### src/rtl/sram_like_resp_if.sv
// SRAM-like initiator bus plus synchronous RAM port of sram_like_resp.
// Latency: none, wiring only.
// Backpressure: addr_ok stalls the initiator; data_ok cannot be stalled.
// Ports (slave = responder view):
//   req/wr/size/addr/wdata -> request in, addr_ok <- accept, data_ok/rdata <- completion
//   ram_en/ram_wen/ram_addr/ram_wdata <- RAM access, ram_rdata -> RAM read data
interface sram_like_resp_if;
  logic        req;
  logic        wr;
  logic [1:0]  size;
  logic [31:0] addr;
  logic [31:0] wdata;
  logic        addr_ok;
  logic        data_ok;
  logic [31:0] rdata;
  logic        ram_en;
  logic [3:0]  ram_wen;
  logic [31:0] ram_addr;
  logic [31:0] ram_wdata;
  logic [31:0] ram_rdata;

  modport slave (
    input  req, wr, size, addr, wdata, ram_rdata,
    output addr_ok, data_ok, rdata, ram_en, ram_wen, ram_addr, ram_wdata
  );

  modport master (
    output req, wr, size, addr, wdata, ram_rdata,
    input  addr_ok, data_ok, rdata, ram_en, ram_wen, ram_addr, ram_wdata
  );
endinterface

### src/rtl/sram_like_resp.sv
// Queues SRAM-like requests and serves them one at a time against a synchronous RAM.
// Latency: data_ok DELAY+3 cycles after the handshake when idle; one completion per DELAY+3 cycles.
// Backpressure: addr_ok drops while the queue is full (no same-cycle bypass); data_ok is never stalled.
// Ports: clk, rst (async, active-high); bus = sram_like_resp_if.slave (initiator + RAM signals).
module sram_like_resp #(
  parameter int DEPTH = 4,
  parameter int DELAY = 2
) (
  input  logic            clk,
  input  logic            rst,
  sram_like_resp_if.slave bus
);
  localparam int         PW        = $clog2(DEPTH);
  localparam logic [3:0] DELAY_CNT = 4'(DELAY);

  typedef struct packed {
    logic        wr;
    logic [1:0]  size;
    logic [31:0] addr;
    logic [31:0] wdata;
  } req_t;

  typedef enum logic [1:0] {IDLE, WAIT, ACCESS, RESP} state_t;

  req_t        q_dat [DEPTH];
  logic [PW:0] wr_ptr;
  logic [PW:0] rd_ptr;
  logic        full;
  logic        empty;
  logic        push_vld;
  logic        pop_vld;
  req_t        head;

  state_t      state;
  state_t      state_nxt;
  logic [3:0]  cnt;
  logic [3:0]  cnt_nxt;
  logic        resp_wr;
  logic        resp_wr_nxt;
  logic        misaligned;
  logic [3:0]  head_wen;

  // Extra pointer MSB distinguishes full from empty when the low bits match.
  assign full     = (wr_ptr[PW] != rd_ptr[PW]) && (wr_ptr[PW-1:0] == rd_ptr[PW-1:0]);
  assign empty    = (wr_ptr == rd_ptr);
  // Gated by rst so the initiator sees no accept while the block is held in reset.
  assign bus.addr_ok = bus.req && !full && !rst;
  assign push_vld = bus.req && bus.addr_ok;
  assign pop_vld  = (state == ACCESS);
  assign head     = q_dat[rd_ptr[PW-1:0]];

  always_ff @(posedge clk or posedge rst) begin
    if (rst) begin
      wr_ptr <= '0;
      rd_ptr <= '0;
    end else begin
      if (push_vld) wr_ptr <= wr_ptr + (PW+1)'(1);
      if (pop_vld)  rd_ptr <= rd_ptr + (PW+1)'(1);
    end
  end

  // Payload storage needs no reset: entries are only read between push and pop.
  always_ff @(posedge clk) begin
    if (push_vld) q_dat[wr_ptr[PW-1:0]] <= {bus.wr, bus.size, bus.addr, bus.wdata};
  end

  // Byte strobes of the head entry; misaligned or illegal writes are suppressed.
  always_comb begin
    misaligned = 1'b0;
    head_wen   = 4'b0000;
    case (head.size)
      2'd0: head_wen = 4'b0001 << head.addr[1:0];
      2'd1: begin
        misaligned = head.addr[0];
        head_wen   = head.addr[1] ? 4'b1100 : 4'b0011;
      end
      2'd2: begin
        misaligned = (head.addr[1:0] != 2'b00);
        head_wen   = 4'b1111;
      end
      default: misaligned = 1'b1;
    endcase
    if (!head.wr || misaligned) head_wen = 4'b0000;
  end

  always_ff @(posedge clk or posedge rst) begin
    if (rst) begin
      state   <= IDLE;
      cnt     <= 4'd0;
      resp_wr <= 1'b0;
    end else begin
      state   <= state_nxt;
      cnt     <= cnt_nxt;
      resp_wr <= resp_wr_nxt;
    end
  end

  always_comb begin
    state_nxt     = state;
    cnt_nxt       = cnt;
    resp_wr_nxt   = resp_wr;
    bus.ram_en    = 1'b0;
    bus.ram_wen   = 4'b0000;
    bus.ram_addr  = 32'h0;
    bus.ram_wdata = 32'h0;
    bus.data_ok   = 1'b0;
    bus.rdata     = 32'h0;
    case (state)
      IDLE: begin
        if (!empty) begin
          cnt_nxt   = DELAY_CNT;
          state_nxt = (DELAY_CNT == 4'd0) ? ACCESS : WAIT;
        end
      end
      WAIT: begin
        cnt_nxt = cnt - 4'd1;
        if (cnt == 4'd1) state_nxt = ACCESS;
      end
      ACCESS: begin
        bus.ram_en    = 1'b1;
        bus.ram_wen   = head_wen;
        bus.ram_addr  = {head.addr[31:2], 2'b00};
        bus.ram_wdata = head.wdata;
        // The entry is popped here, so remember its direction for the response.
        resp_wr_nxt   = head.wr;
        state_nxt     = RESP;
      end
      RESP: begin
        bus.data_ok = 1'b1;
        bus.rdata   = resp_wr ? 32'h0 : bus.ram_rdata;
        state_nxt   = IDLE;
      end
      default: state_nxt = IDLE;
    endcase
  end
endmodule

### src/flat_wrapper.sv
// flat-port wrapper written by rule: the top's interface ports become plain ports
module sram_like_resp_flat 
#(
  parameter int DEPTH = 4,
  parameter int DELAY = 2
)
  (clk, rst, bus_req, bus_wr, bus_size, bus_addr, bus_wdata, bus_ram_rdata, bus_addr_ok, bus_data_ok, bus_rdata, bus_ram_en, bus_ram_wen, bus_ram_addr, bus_ram_wdata);
  sram_like_resp_if bus_i ();
  input  logic clk;
  input  logic rst;
  input wire logic [$bits(bus_i.req)-1:0] bus_req;
  input wire logic [$bits(bus_i.wr)-1:0] bus_wr;
  input wire logic [$bits(bus_i.size)-1:0] bus_size;
  input wire logic [$bits(bus_i.addr)-1:0] bus_addr;
  input wire logic [$bits(bus_i.wdata)-1:0] bus_wdata;
  input wire logic [$bits(bus_i.ram_rdata)-1:0] bus_ram_rdata;
  output wire logic [$bits(bus_i.addr_ok)-1:0] bus_addr_ok;
  output wire logic [$bits(bus_i.data_ok)-1:0] bus_data_ok;
  output wire logic [$bits(bus_i.rdata)-1:0] bus_rdata;
  output wire logic [$bits(bus_i.ram_en)-1:0] bus_ram_en;
  output wire logic [$bits(bus_i.ram_wen)-1:0] bus_ram_wen;
  output wire logic [$bits(bus_i.ram_addr)-1:0] bus_ram_addr;
  output wire logic [$bits(bus_i.ram_wdata)-1:0] bus_ram_wdata;
  assign bus_i.req = bus_req;
  assign bus_i.wr = bus_wr;
  assign bus_i.size = bus_size;
  assign bus_i.addr = bus_addr;
  assign bus_i.wdata = bus_wdata;
  assign bus_i.ram_rdata = bus_ram_rdata;
  assign bus_addr_ok = bus_i.addr_ok;
  assign bus_data_ok = bus_i.data_ok;
  assign bus_rdata = bus_i.rdata;
  assign bus_ram_en = bus_i.ram_en;
  assign bus_ram_wen = bus_i.ram_wen;
  assign bus_ram_addr = bus_i.ram_addr;
  assign bus_ram_wdata = bus_i.ram_wdata;
  sram_like_resp #(.DEPTH(DEPTH), .DELAY(DELAY)) u_core (.clk(clk), .rst(rst), .bus(bus_i));
endmodule
### config.mk
export PLATFORM = sky130hd
export DESIGN_NAME = sram_like_resp_flat
export DESIGN_NICKNAME = d
export VERILOG_FILES = /design/src/rtl/sram_like_resp_if.sv /design/src/rtl/sram_like_resp.sv /design/src/flat_wrapper.sv
export SDC_FILE = /design/constraint.sdc
export NUM_CORES = 1
export LEC_CHECK = 0
export BUFFER_PORTS_ARGS = -buffer_cell sky130_fd_sc_hd__buf_2
export CORE_MARGIN = 2
export CORE_UTILIZATION = 30
export DETAILED_ROUTE_END_ITERATION = 10
export MAX_ROUTING_LAYER = met4
export PLACE_DENSITY = 0.48
export SLEW_MARGIN = 20
export SYNTH_ARGS = -nofsm -noshare
export SYNTH_HDL_FRONTEND = slang
export SYNTH_SLANG_ARGS = --single-unit
### constraint.sdc
create_clock -name clk -period 3.15 [get_ports clk]
set_clock_uncertainty 0.1 [all_clocks]
set_input_delay 0.945 -clock clk [delete_from_list [all_inputs] [get_ports clk]]
set_output_delay 0.945 -clock clk [all_outputs]
set_load 0.005 [all_outputs]
==> results of run 1 <==
## worst register-to-register path: cells and delay by family, from the launching register on
family | cells | cell delay (ns)
buffers and inverters | 5 | 0.85
AND/OR/NAND/NOR | 1 | 0.31
flip-flops | 1 | 0.49
XOR/XNOR | 1 | 0.16
AO/OA/AOI/OAI | 1 | 0.36
## what timing repair did
item	in CTS	in global routing
setup endpoints to repair	66	67
cloned	3	4
gates resized for setup	6	13
pin swaps	6	1
buffers inserted	10	6
## cells by family (layout without fill, tap and decap cells)
kind of cell	Yosys count	after routing	synth area share
flops	281	281	0.743
simple gates	119	119	0.0645
mux	72	72	0.139
buf+inv	40	307	0.0202
compound gates	17	17	0.0114
fa+ha+maj	12	12	0.0133
xor+xnor	9	9	0.00899
other cells	1	4	0.000333
## per-layer routing
layer	vias up	track usage	routed length, um
li1	2677	-	-
met1	3008	0.156	10700
met2	166	0.216	12400
met3	36	0.0279	1460
met4	0	0.0368	484
met5	-	-	0
## sequential cells by signal, summed over array words and instances (netlist names)
name / flops
u_core.rd_ptr: 3
u_core.wr_ptr: 3
u_core.q_dat: 268
u_core.resp_wr: 1
u_core.cnt: 4
u_core.state: 2
## cell usage in the layout (no fill, tap or decap), types with 3 or more instances in the layout
cell type,netlist,final
sky130_fd_sc_hd__buf_6,8,5
sky130_fd_sc_hd__and2_1,97,87
sky130_fd_sc_hd__o21ai_1,4,4
sky130_fd_sc_hd__inv_1,12,12
sky130_fd_sc_hd__buf_2,8,200
sky130_fd_sc_hd__buf_4,2,18
sky130_fd_sc_hd__nor2_1,4,4
sky130_fd_sc_hd__buf_16,0,4
sky130_fd_sc_hd__mux4_2,67,67
sky130_fd_sc_hd__dfrtp_1,13,11
sky130_fd_sc_hd__nand3_1,5,5
sky130_fd_sc_hd__buf_12,0,11
sky130_fd_sc_hd__and2_4,1,11
sky130_fd_sc_hd__xor2_1,3,3
sky130_fd_sc_hd__o21ai_0,3,3
sky130_fd_sc_hd__clkinv_2,0,3
sky130_fd_sc_hd__nand2_1,3,3
sky130_fd_sc_hd__clkbuf_16,0,34
sky130_fd_sc_hd__xnor2_1,3,3
sky130_fd_sc_hd__clkinvlp_4,0,3
sky130_fd_sc_hd__ha_1,12,11
sky130_fd_sc_hd__clkinv_1,0,5
sky130_fd_sc_hd__edfxtp_1,268,268
sky130_fd_sc_hd__mux2i_1,3,3
sky130_fd_sc_hd__clkbuf_1,10,9
## stage by stage
step                      hold WS [ns]  setup slack, ns
after floorplan                  0.386            0.355
after global placement           0.407            0.312
after detailed placement         0.416            0.328
after CTS                        0.363           -0.222
after global routing             0.401           -0.308
final                            0.363           -0.178
## final cells by class
type	instances	area share
Timing Repair Buffer	244	0.117
Tap cell	474	0.0415
Clock buffer	40	0.0567
Sequential cell	281	0.587
Clock inverter	11	0.00394
Multi-Input combinational cell	231	0.190
Inverter	12	0.00315
Antenna cell	2	0.000350
## power groups by stage
stage	sequential [W]	combinational, W	clock (W)
floorplan	0.00481	0.00251	0
global placement	0.00494	0.00377	0
detailed placement	0.00495	0.00376	0
CTS	0.00481	0.00422	0.00323
global route	0.00483	0.00483	0.00336
finish	0.00478	0.00439	0.00312
## worst max path at each step
stage                               endpoint              from  depth (start not counted)
after global routing          bus_ram_wen[3]  u_core.rd_ptr[0]                          6
final                      bus_ram_wdata[13]  u_core.rd_ptr[0]                          6
after CTS                     bus_ram_wen[1]  u_core.rd_ptr[0]                          6
after global placement        bus_ram_wen[0]  u_core.rd_ptr[0]                          3
after floorplan           u_core.q_dat[0][0]               rst                          2
after detailed placement      bus_ram_wen[0]  u_core.rd_ptr[0]                          3
==> impl_metrics.json, run 1 <==
{
  "worst-path-buf-inv": 4,
  "finalWorstPathRequiredPeriod_ns": 3.33,
  "number_of_h_tree_branching_levels": 1,
  "area.sequential_mm2": 0.00838,
  "dr_total_vias": 5887,
  "port-buffer-count": 202,
  "switchingPower_w": 0.00357,
  "power_density_mw_per_mm2": 861,
  "clock_sinks": 281,
  "place.detailed.hpwl_um": 14500,
  "synth.top_cells.by_count": "268 x sky130_fd_sc_hd__edfxtp_1, 97 x sky130_fd_sc_hd__and2_1, 67 x sky130_fd_sc_hd__mux4_2",
  "timing.setup.tns_ns": -6.89,
  "vias_per_cell": 4.55,
  "synth_edf_count": 268,
  "vdd_ir_drop_max_uv": 426,
  "timing.critical_path.from_type": "register",
  "cell_internal_pwr_w": 0.00873,
  "cts_made_buffers": 30,
  "grt_start_max_net_pins": 41,
  "drc_errors": 0,
  "path_class": "register to output port",
  "seq_power_share": 0.389,
  "r2r_slack_ns": 0.53,
  "drt_first_iter_violations": 289,
  "place_congestion": 0.694,
  "clk_transition_reported_paths_ns": 0.06,
  "synth_ff_type": "sky130_fd_sc_hd__edfxtp_1",
  "netlist.area_leader.share": 0.714,
  "postRouteAntennaNets": 0,
  "die_width_um": 198,
  "cts-root-to-sink-buffers": 3,
  "maxCapViolations": 0,
  "comb_power_share": 0.357,
  "power_leakage_nw": 5.25,
  "initial_cell_density_of_the_core": 0.302,
  "yosysSeqAreaShare": 0.743,
  "fmax_mhz": 300,
  "slew_headroom": 0.644,
  "grt_util_all_layers": 0.129,
  "share_clk_of_total_power": 0.254,
  "post-route-period-util": 1.06,
  "grt_pass1_wl_um": 36400,
  "final_wirelength_um": 25100,
  "yosysWarnings": 0,
  "count_of_tritonroute_iterations_in_the_first_routing_pass": 4,
  "overall_power_of_the_completed_layout_w": 0.0123,
  "via_count_of_the_first_global_routing_pass": 6058,
  "timing.final.hold_violations": 0,
  "detail_route.wl_per_cell_um": 19.4,
  "grt_setup_unrepaired": "yes",
  "finish.instance_area_mm2": 0.0143,
  "layout.core_utilization": 0.383,
  "timing.reg2reg.worst_path_depth": 8,
  "worstPathRequired_ns": 2.10,
  "crit_family": "buffers and inverters",
  "fp-row-count": 71,
  "final_nets": 914,
  "initial_antenna_violation_count": 2,
  "grt-ovfl-total": 0,
  "r2r-end": "u_core.q_dat[1][0]",
  "ys_ff_latch": 281,
  "worst_slack_ns": -0.178,
  "tightestPinTransition_ns": 0.534,
  "synth_async_sr_flop_share": 0.0463,
  "worst_skew_pair_later_pin_latency_ns": 0.56,
  "drive_gt1_frac": 0.452,
  "floorplan.core_area_mm2": 0.0373,
  "critical-path-slowest-cell": "sky130_fd_sc_hd__mux4_2",
  "cts.hold.buffers_added": 0,
  "post-synth-top-count-cell": "sky130_fd_sc_hd__edfxtp_1",
  "area.growth.synth_to_final_pct": 26.7,
  "status": "finished, violations left",
  "finalMaxSlewViolations": 0,
  "final_cell_count_no_fill": 1295,
  "yosysTopAreaCell": "sky130_fd_sc_hd__edfxtp_1",
  "placedCellCount": 1219,
  "path_max_fanout": 6,
  "cts_tree": "yes",
  "cts_root_buf": "sky130_fd_sc_hd__clkbuf_16",
  "die_area_mm2": 0.0391,
  "multi_input_area_mm2": 0.00272,
  "num_io_pins": 205,
  "regToRegStartpoint": "u_core.rd_ptr[1]",
  "report.final.setup_viol": 63,
  "fillCellCount": 3444,
  "syn-instance-count": 551,
  "placed_cell_area_mm2": 0.0130,
  "synthesis.area_per_instance_um2": 20.5,
  "endpoint_kind": "output port",
  "hold_class": "input pin to async pin",
  "timing.critical_path.slowest_cell_delay_ns": 0.48,
  "synthTopCellsByArea": "sky130_fd_sc_hd__edfxtp_1 71%, sky130_fd_sc_hd__mux4_2 13%, sky130_fd_sc_hd__and2_1 5.4%, sky130_fd_sc_hd__dfrtp_1 2.9%, sky130_fd_sc_hd__ha_1 1.3%",
  "fp.dieH_um": 198,
  "cp_data_arrival_time_ns": 2.28,
  "post_syn_area_mm2": 0.0113,
  "crit_chain": "buf_12, buf_4, clkbuf_16, mux4_2, and2_1, buf_2",
  "yosysUniqueCellTypes": 39,
  "violations_in_the_final_reports": "negative setup slack",
  "power_switching_share": 0.290
}
No activity file was read; power rests on OpenSTA's default activity.
==> run 2, diff against run 1 <==
Settings changed: CORE_ASPECT_RATIO from default to 0.75.
==> run 2 against run 1 <==
Net effect:
- the run still ends with negative setup slack left
- register-to-register slack about the same
- clock power up 15%
- utilization up 0.97 points
- flip-flop and latch count unchanged
- worst hold slack better by 0.010 ns
- largest power group unchanged
==> impl_metrics.json, run 2 (synthesized netlist as in run 1, its figures left out) <==
{
  "drive_gt1_frac": 0.490,
  "worst_skew_pair_later_pin_latency_ns": 0.55,
  "cts_tree": "yes",
  "grt_start_max_net_pins": 53,
  "count_of_tritonroute_iterations_in_the_first_routing_pass": 4,
  "cts-root-to-sink-buffers": 3,
  "clock_sinks": 281,
  "maxCapViolations": 0,
  "vias_per_cell": 4.40,
  "postRouteAntennaNets": 0,
  "grt-ovfl-total": 0,
  "die_width_um": 228,
  "area.growth.synth_to_final_pct": 28.9,
  "r2r-end": "u_core.q_dat[0][3]",
  "power_density_mw_per_mm2": 883,
  "endpoint_kind": "output port",
  "grt_pass1_wl_um": 36000,
  "final_cell_count_no_fill": 1322,
  "num_io_pins": 205,
  "dr_total_vias": 5819,
  "clk_transition_reported_paths_ns": 0.06,
  "overall_power_of_the_completed_layout_w": 0.0128,
  "finalWorstPathRequiredPeriod_ns": 3.40,
  "status": "finished, violations left",
  "cts_root_buf": "sky130_fd_sc_hd__clkbuf_16",
  "fillCellCount": 3385,
  "mostFrequentLayoutCells": "268 x sky130_fd_sc_hd__edfxtp_1, 188 x sky130_fd_sc_hd__buf_2, 67 x sky130_fd_sc_hd__mux4_2",
  "worstPathRequired_ns": 2.10,
  "timing.final.hold_violations": 0,
  "endpoint": "bus_ram_wen[0]",
  "die_area_mm2": 0.0392,
  "cp_data_arrival_time_ns": 2.35,
  "detail_route.wl_per_cell_um": 18.5,
  "number_of_h_tree_branching_levels": 1,
  "worst_slack_ns": -0.246,
  "via_count_of_the_first_global_routing_pass": 5922,
  "path_class": "register to output port",
  "largest_register_ff_count": 268,
  "place_congestion": 0.870,
  "slew_headroom": 0.624,
  "port-buffer-count": 202,
  "drt_first_iter_violations": 293,
  "grt_setup_unrepaired": "yes",
  "initial_antenna_violation_count": 3,
  "fmax_mhz": 294,
  "fp-row-count": 61,
  "initial_cell_density_of_the_core": 0.305,
  "report.final.setup_viol": 67,
  "detailedPlace.worstSlack_ns": 0.323,
  "cts.hold.buffers_added": 0,
  "r2r_slack_ns": 0.52,
  "grt_util_all_layers": 0.124,
  "hold_class": "input pin to async pin",
  "vdd_ir_drop_max_uv": 437,
  "power_leakage_nw": 5.33,
  "final_wirelength_um": 24400,
  "placedCellCount": 1249,
  "path_max_fanout": 6,
  "fp.dieH_um": 172,
  "timing.critical_path.from_type": "register",
  "critPathLaunch": "u_core.rd_ptr[0]",
  "place.detailed.hpwl_um": 14700,
  "layout_commonest_cell": "sky130_fd_sc_hd__edfxtp_1",
  "drc_errors": 0,
  "regToRegStartpoint": "u_core.rd_ptr[0]",
  "layout.core_utilization": 0.392,
  "tightestPinTransition_ns": 0.563,
  "post-route-period-util": 1.08,
  "final_nets": 907,
  "timing.reg2reg.worst_path_depth": 8,
  "violations_in_the_final_reports": "negative setup slack",
  "floorplan.core_area_mm2": 0.0370,
  "cts_made_buffers": 29,
  "finalMaxSlewViolations": 0
}
-- run 2: cell types whose count changed in the layout (fill, tap and decap cells not counted), sizes merged --
cell,change
bufinv,+6
clkbuf,-5
buf,-4
bufbuf,-2
clkinv,+2
clkinvlp,-1
diode,+1
-- run 2: critical path: stages, from the launching register on --
cell and delay [ns]:
sky130_fd_sc_hd__dfrtp_4 0.49, sky130_fd_sc_hd__buf_12 0.14, sky130_fd_sc_hd__mux4_2 0.54, sky130_fd_sc_hd__buf_6 0.17, sky130_fd_sc_hd__a2111oi_4 0.27, sky130_fd_sc_hd__buf_2 0.17
-- run 2: area by class of cell --
cell class	count	area, um2	share of cell area
clock buffer	35	768	0.0529
sequential	281	8380	0.577
inverter	12	45.0	0.00310
antenna	3	7.51	0.000517
tap	504	631	0.0434
multi-input combinational	231	2800	0.193
timing repair buffer	238	1650	0.114
clock inverter	18	244	0.0168
-- run 2: worst min-delay path by stage --
stage,slack [ns],start,to,cells after the start
floorplan,0.39,u_core.cnt[1],u_core.cnt[1],1
global placement,0.41,u_core.resp_wr,u_core.resp_wr,2
detailed placement,0.41,u_core.resp_wr,u_core.resp_wr,2
CTS,0.36,rst,u_core.resp_wr,2
global route,0.40,rst,u_core.resp_wr,2
finish,0.37,rst,u_core.state[0],2
-- run 2: power breakdown --
part,leakage [nW],total [W],switching [W],internal [W]
registers,2.59,0.00480,0.000175,0.00462
logic,2.25,0.00443,0.00205,0.00238
clock network,0.492,0.00360,0.00138,0.00222
total,5.33,0.0128,0.00361,0.00922
-- run 2: routing by layer --
metal / vias to the layer above / wire, um / global-route usage
li1: 2657 / - / -
met1: 2957 / 11300 / 0.161
met2: 166 / 11100 / 0.193
met3: 39 / 1500 / 0.0359
met4: 0 / 533 / 0.0277
met5: - / 0 / -
-- run 2: what timing repair did --
action | CTS | global route
cloned | 0 | 4
gates resized for setup | 10 | 63
pin swaps | 1 | 6
setup endpoints to repair | 67 | 67
setup buffers | 6 | 7
-- run 2: metrics by stage --
| step | setup TNS, ns | hold WS, ns | area, um2 |
|---|---|---|---|
| global placement | 0 | 0.412 | 13000 |
| finish | -6.61 | 0.373 | 14500 |
| floorplan | 0 | 0.386 | 11300 |
| global route | -12.84 | 0.399 | 14500 |
| detailed placement | 0 | 0.412 | 13000 |
| CTS | -10.66 | 0.362 | 14100 |
==> run 3, diff against run 2 <==
==> constraint.sdc (replaced) <==
create_clock -name clk -period 3.15 [get_ports clk]
set_clock_uncertainty 0.1 [all_clocks]
set_input_delay 0.63 -clock clk [delete_from_list [all_inputs] [get_ports clk]]
set_output_delay 0.63 -clock clk [all_outputs]
set_load 0.005 [all_outputs]
==> run 3 against run 2 <==
Net effect:
- the flow now finishes without violations
- cell count down 0.30%
- critical path type unchanged
- total power down 5.1%
- global-route usage up 0.43 points
- sequential share of layout area up 1.7 points
- flip-flop and latch count unchanged
- routed wire length down 0.14%
- clock-buffer cell count up 1
- critical path depth up 1
==> impl_metrics.json, run 3 (synthesized netlist as in run 1, its figures left out) <==
{
  "placed_cell_area_mm2": 0.0130,
  "clock_sinks": 281,
  "grt_pass1_wl_um": 37200,
  "detailedPlace.worstSlack_ns": 0.480,
  "count_of_tritonroute_iterations_in_the_first_routing_pass": 4,
  "timing.critical_path.from_type": "register",
  "layout_commonest_cell": "sky130_fd_sc_hd__edfxtp_1",
  "report.final.setup_viol": 0,
  "endpoint_kind": "output port",
  "timing.critical_path.slowest_cell_delay_ns": 0.51,
  "power_leakage_nw": 5.16,
  "floorplan.core_area_mm2": 0.0370,
  "drive_gt1_frac": 0.444,
  "postRouteAntennaNets": 0,
  "worst_skew_pair_later_pin_latency_ns": 0.55,
  "initial_antenna_violation_count": 8,
  "tightestPinTransition_ns": 0.572,
  "cts-root-to-sink-buffers": 3,
  "number_of_h_tree_branching_levels": 1,
  "switchingPower_w": 0.00349,
  "area.growth.synth_to_final_pct": 25.3,
  "status": "finished clean",
  "final_wirelength_um": 24400,
  "die_width_um": 228,
  "slew_headroom": 0.619,
  "clk_transition_reported_paths_ns": 0.06,
  "finish.instance_area_mm2": 0.0141,
  "power_switching_share": 0.287,
  "r2r-end": "u_core.q_dat[1][28]",
  "seq_power_share": 0.397,
  "num_io_pins": 205,
  "share_clk_of_total_power": 0.298,
  "crit_chain": "buf_4, mux4_2, nor2_2, mux2i_1, nor3_2, buf_2",
  "r2r_slack_ns": 0.57,
  "worst-path-buf-inv": 2,
  "mostFrequentLayoutCells": "268 x sky130_fd_sc_hd__edfxtp_1, 203 x sky130_fd_sc_hd__buf_2, 94 x sky130_fd_sc_hd__and2_1",
  "layout.core_utilization": 0.382,
  "grt_util_all_layers": 0.128,
  "grt-ovfl-total": 0,
  "vias_per_cell": 4.47,
  "path_max_fanout": 6,
  "dr_total_vias": 5892,
  "overall_power_of_the_completed_layout_w": 0.0122,
  "critical-path-slowest-cell": "sky130_fd_sc_hd__mux4_2",
  "comb_power_share": 0.306,
  "post-route-period-util": 0.961,
  "fp-row-count": 61,
  "power_density_mw_per_mm2": 862,
  "place.detailed.hpwl_um": 15200,
  "worst_slack_ns": 0.122,
  "initial_cell_density_of_the_core": 0.305,
  "final_nets": 899,
  "hold_class": "input pin to async pin",
  "detail_route.wl_per_cell_um": 18.5,
  "fp.dieH_um": 172,
  "cts.hold.buffers_added": 0,
  "path_class": "register to output port",
  "fmax_mhz": 330,
  "grt_start_max_net_pins": 46,
  "die_area_mm2": 0.0392,
  "timing.reg2reg.worst_path_depth": 6,
  "via_count_of_the_first_global_routing_pass": 6194,
  "cts_tree": "yes",
  "place_congestion": 0.877,
  "placedCellCount": 1249,
  "worstPathRequired_ns": 2.42,
  "drc_errors": 0,
  "maxCapViolations": 0,
  "drt_first_iter_violations": 337,
  "cell_internal_pwr_w": 0.00868,
  "largest_register_ff_count": 268,
  "timing.final.hold_violations": 0,
  "finalWorstPathRequiredPeriod_ns": 3.03,
  "cts_root_buf": "sky130_fd_sc_hd__clkbuf_16",
  "regToRegStartpoint": "u_core.rd_ptr[0]",
  "finalMaxSlewViolations": 0,
  "fillCellCount": 3409,
  "cp_data_arrival_time_ns": 2.30,
  "port-buffer-count": 202,
  "vdd_ir_drop_max_uv": 411,
  "final_cell_count_no_fill": 1318,
  "crit_family": "multiplexers",
  "cts_made_buffers": 30
}
[run 3: cell type report]
| class | instances | area (um2) | share of cell area |
|---|---|---|---|
| flip-flops and latches | 281 | 8380 | 0.593 |
| multi-input cells | 231 | 2690 | 0.191 |
| repair buffers | 229 | 1340 | 0.0948 |
| clock buffers | 36 | 795 | 0.0563 |
| well taps | 504 | 631 | 0.0447 |
| clock inverters | 19 | 224 | 0.0159 |
| inverters | 12 | 45.0 | 0.00319 |
| diodes | 6 | 15.0 | 0.00106 |
[run 3: worst max-delay path by stage]
stage                      from            endpoint  slack [ns]  depth (start not counted)
6_report       u_core.rd_ptr[0]      bus_ram_wen[2]        0.12                          6
5_1_grt        u_core.rd_ptr[0]         bus_addr_ok      -0.004                          5
4_1_cts        u_core.rd_ptr[0]      bus_ram_wen[1]        0.03                          5
3_5_place_dp   u_core.rd_ptr[1]    bus_ram_addr[21]        0.48                          4
3_3_place_gp   u_core.rd_ptr[1]    bus_ram_addr[28]        0.51                          4
2_1_floorplan  u_core.rd_ptr[0]  u_core.q_dat[0][0]        0.59                          4
[run 3: power groups by stage]
stage               registers (W)  clock network (W)  logic (W)
floorplan                 0.00481                  0    0.00251
global placement          0.00501                  0    0.00362
detailed placement        0.00501                  0    0.00364
CTS                       0.00487            0.00374    0.00377
global route              0.00488            0.00388    0.00414
finish                    0.00483            0.00362    0.00372
[run 3: layer usage]
metal / wire length (um) / track usage / vias up
li1: - / - / 2644
met1: 11200 / 0.169 / 3023
met2: 11100 / 0.195 / 181
met3: 1660 / 0.0389 / 44
met4: 493 / 0.0297 / 0
met5: 0 / - / -
[run 3: what timing repair did]
item / 4_1_cts / 5_1_grt
pin swaps: 0 / 0
setup endpoints to repair: 61 / 5
endpoints found under the hold margin: 0 / 0
resized for setup: 2 / 2
setup buffers: 3 / 5
[run 3: through the flow]
step | hold slack, ns | setup TNS [ns]
finish | 0.0493 | 0
global route | 0.0697 | -0.00825
CTS | 0.0327 | 0
detailed placement | 0.413 | 0
global placement | 0.411 | 0
floorplan | 0.386 | 0
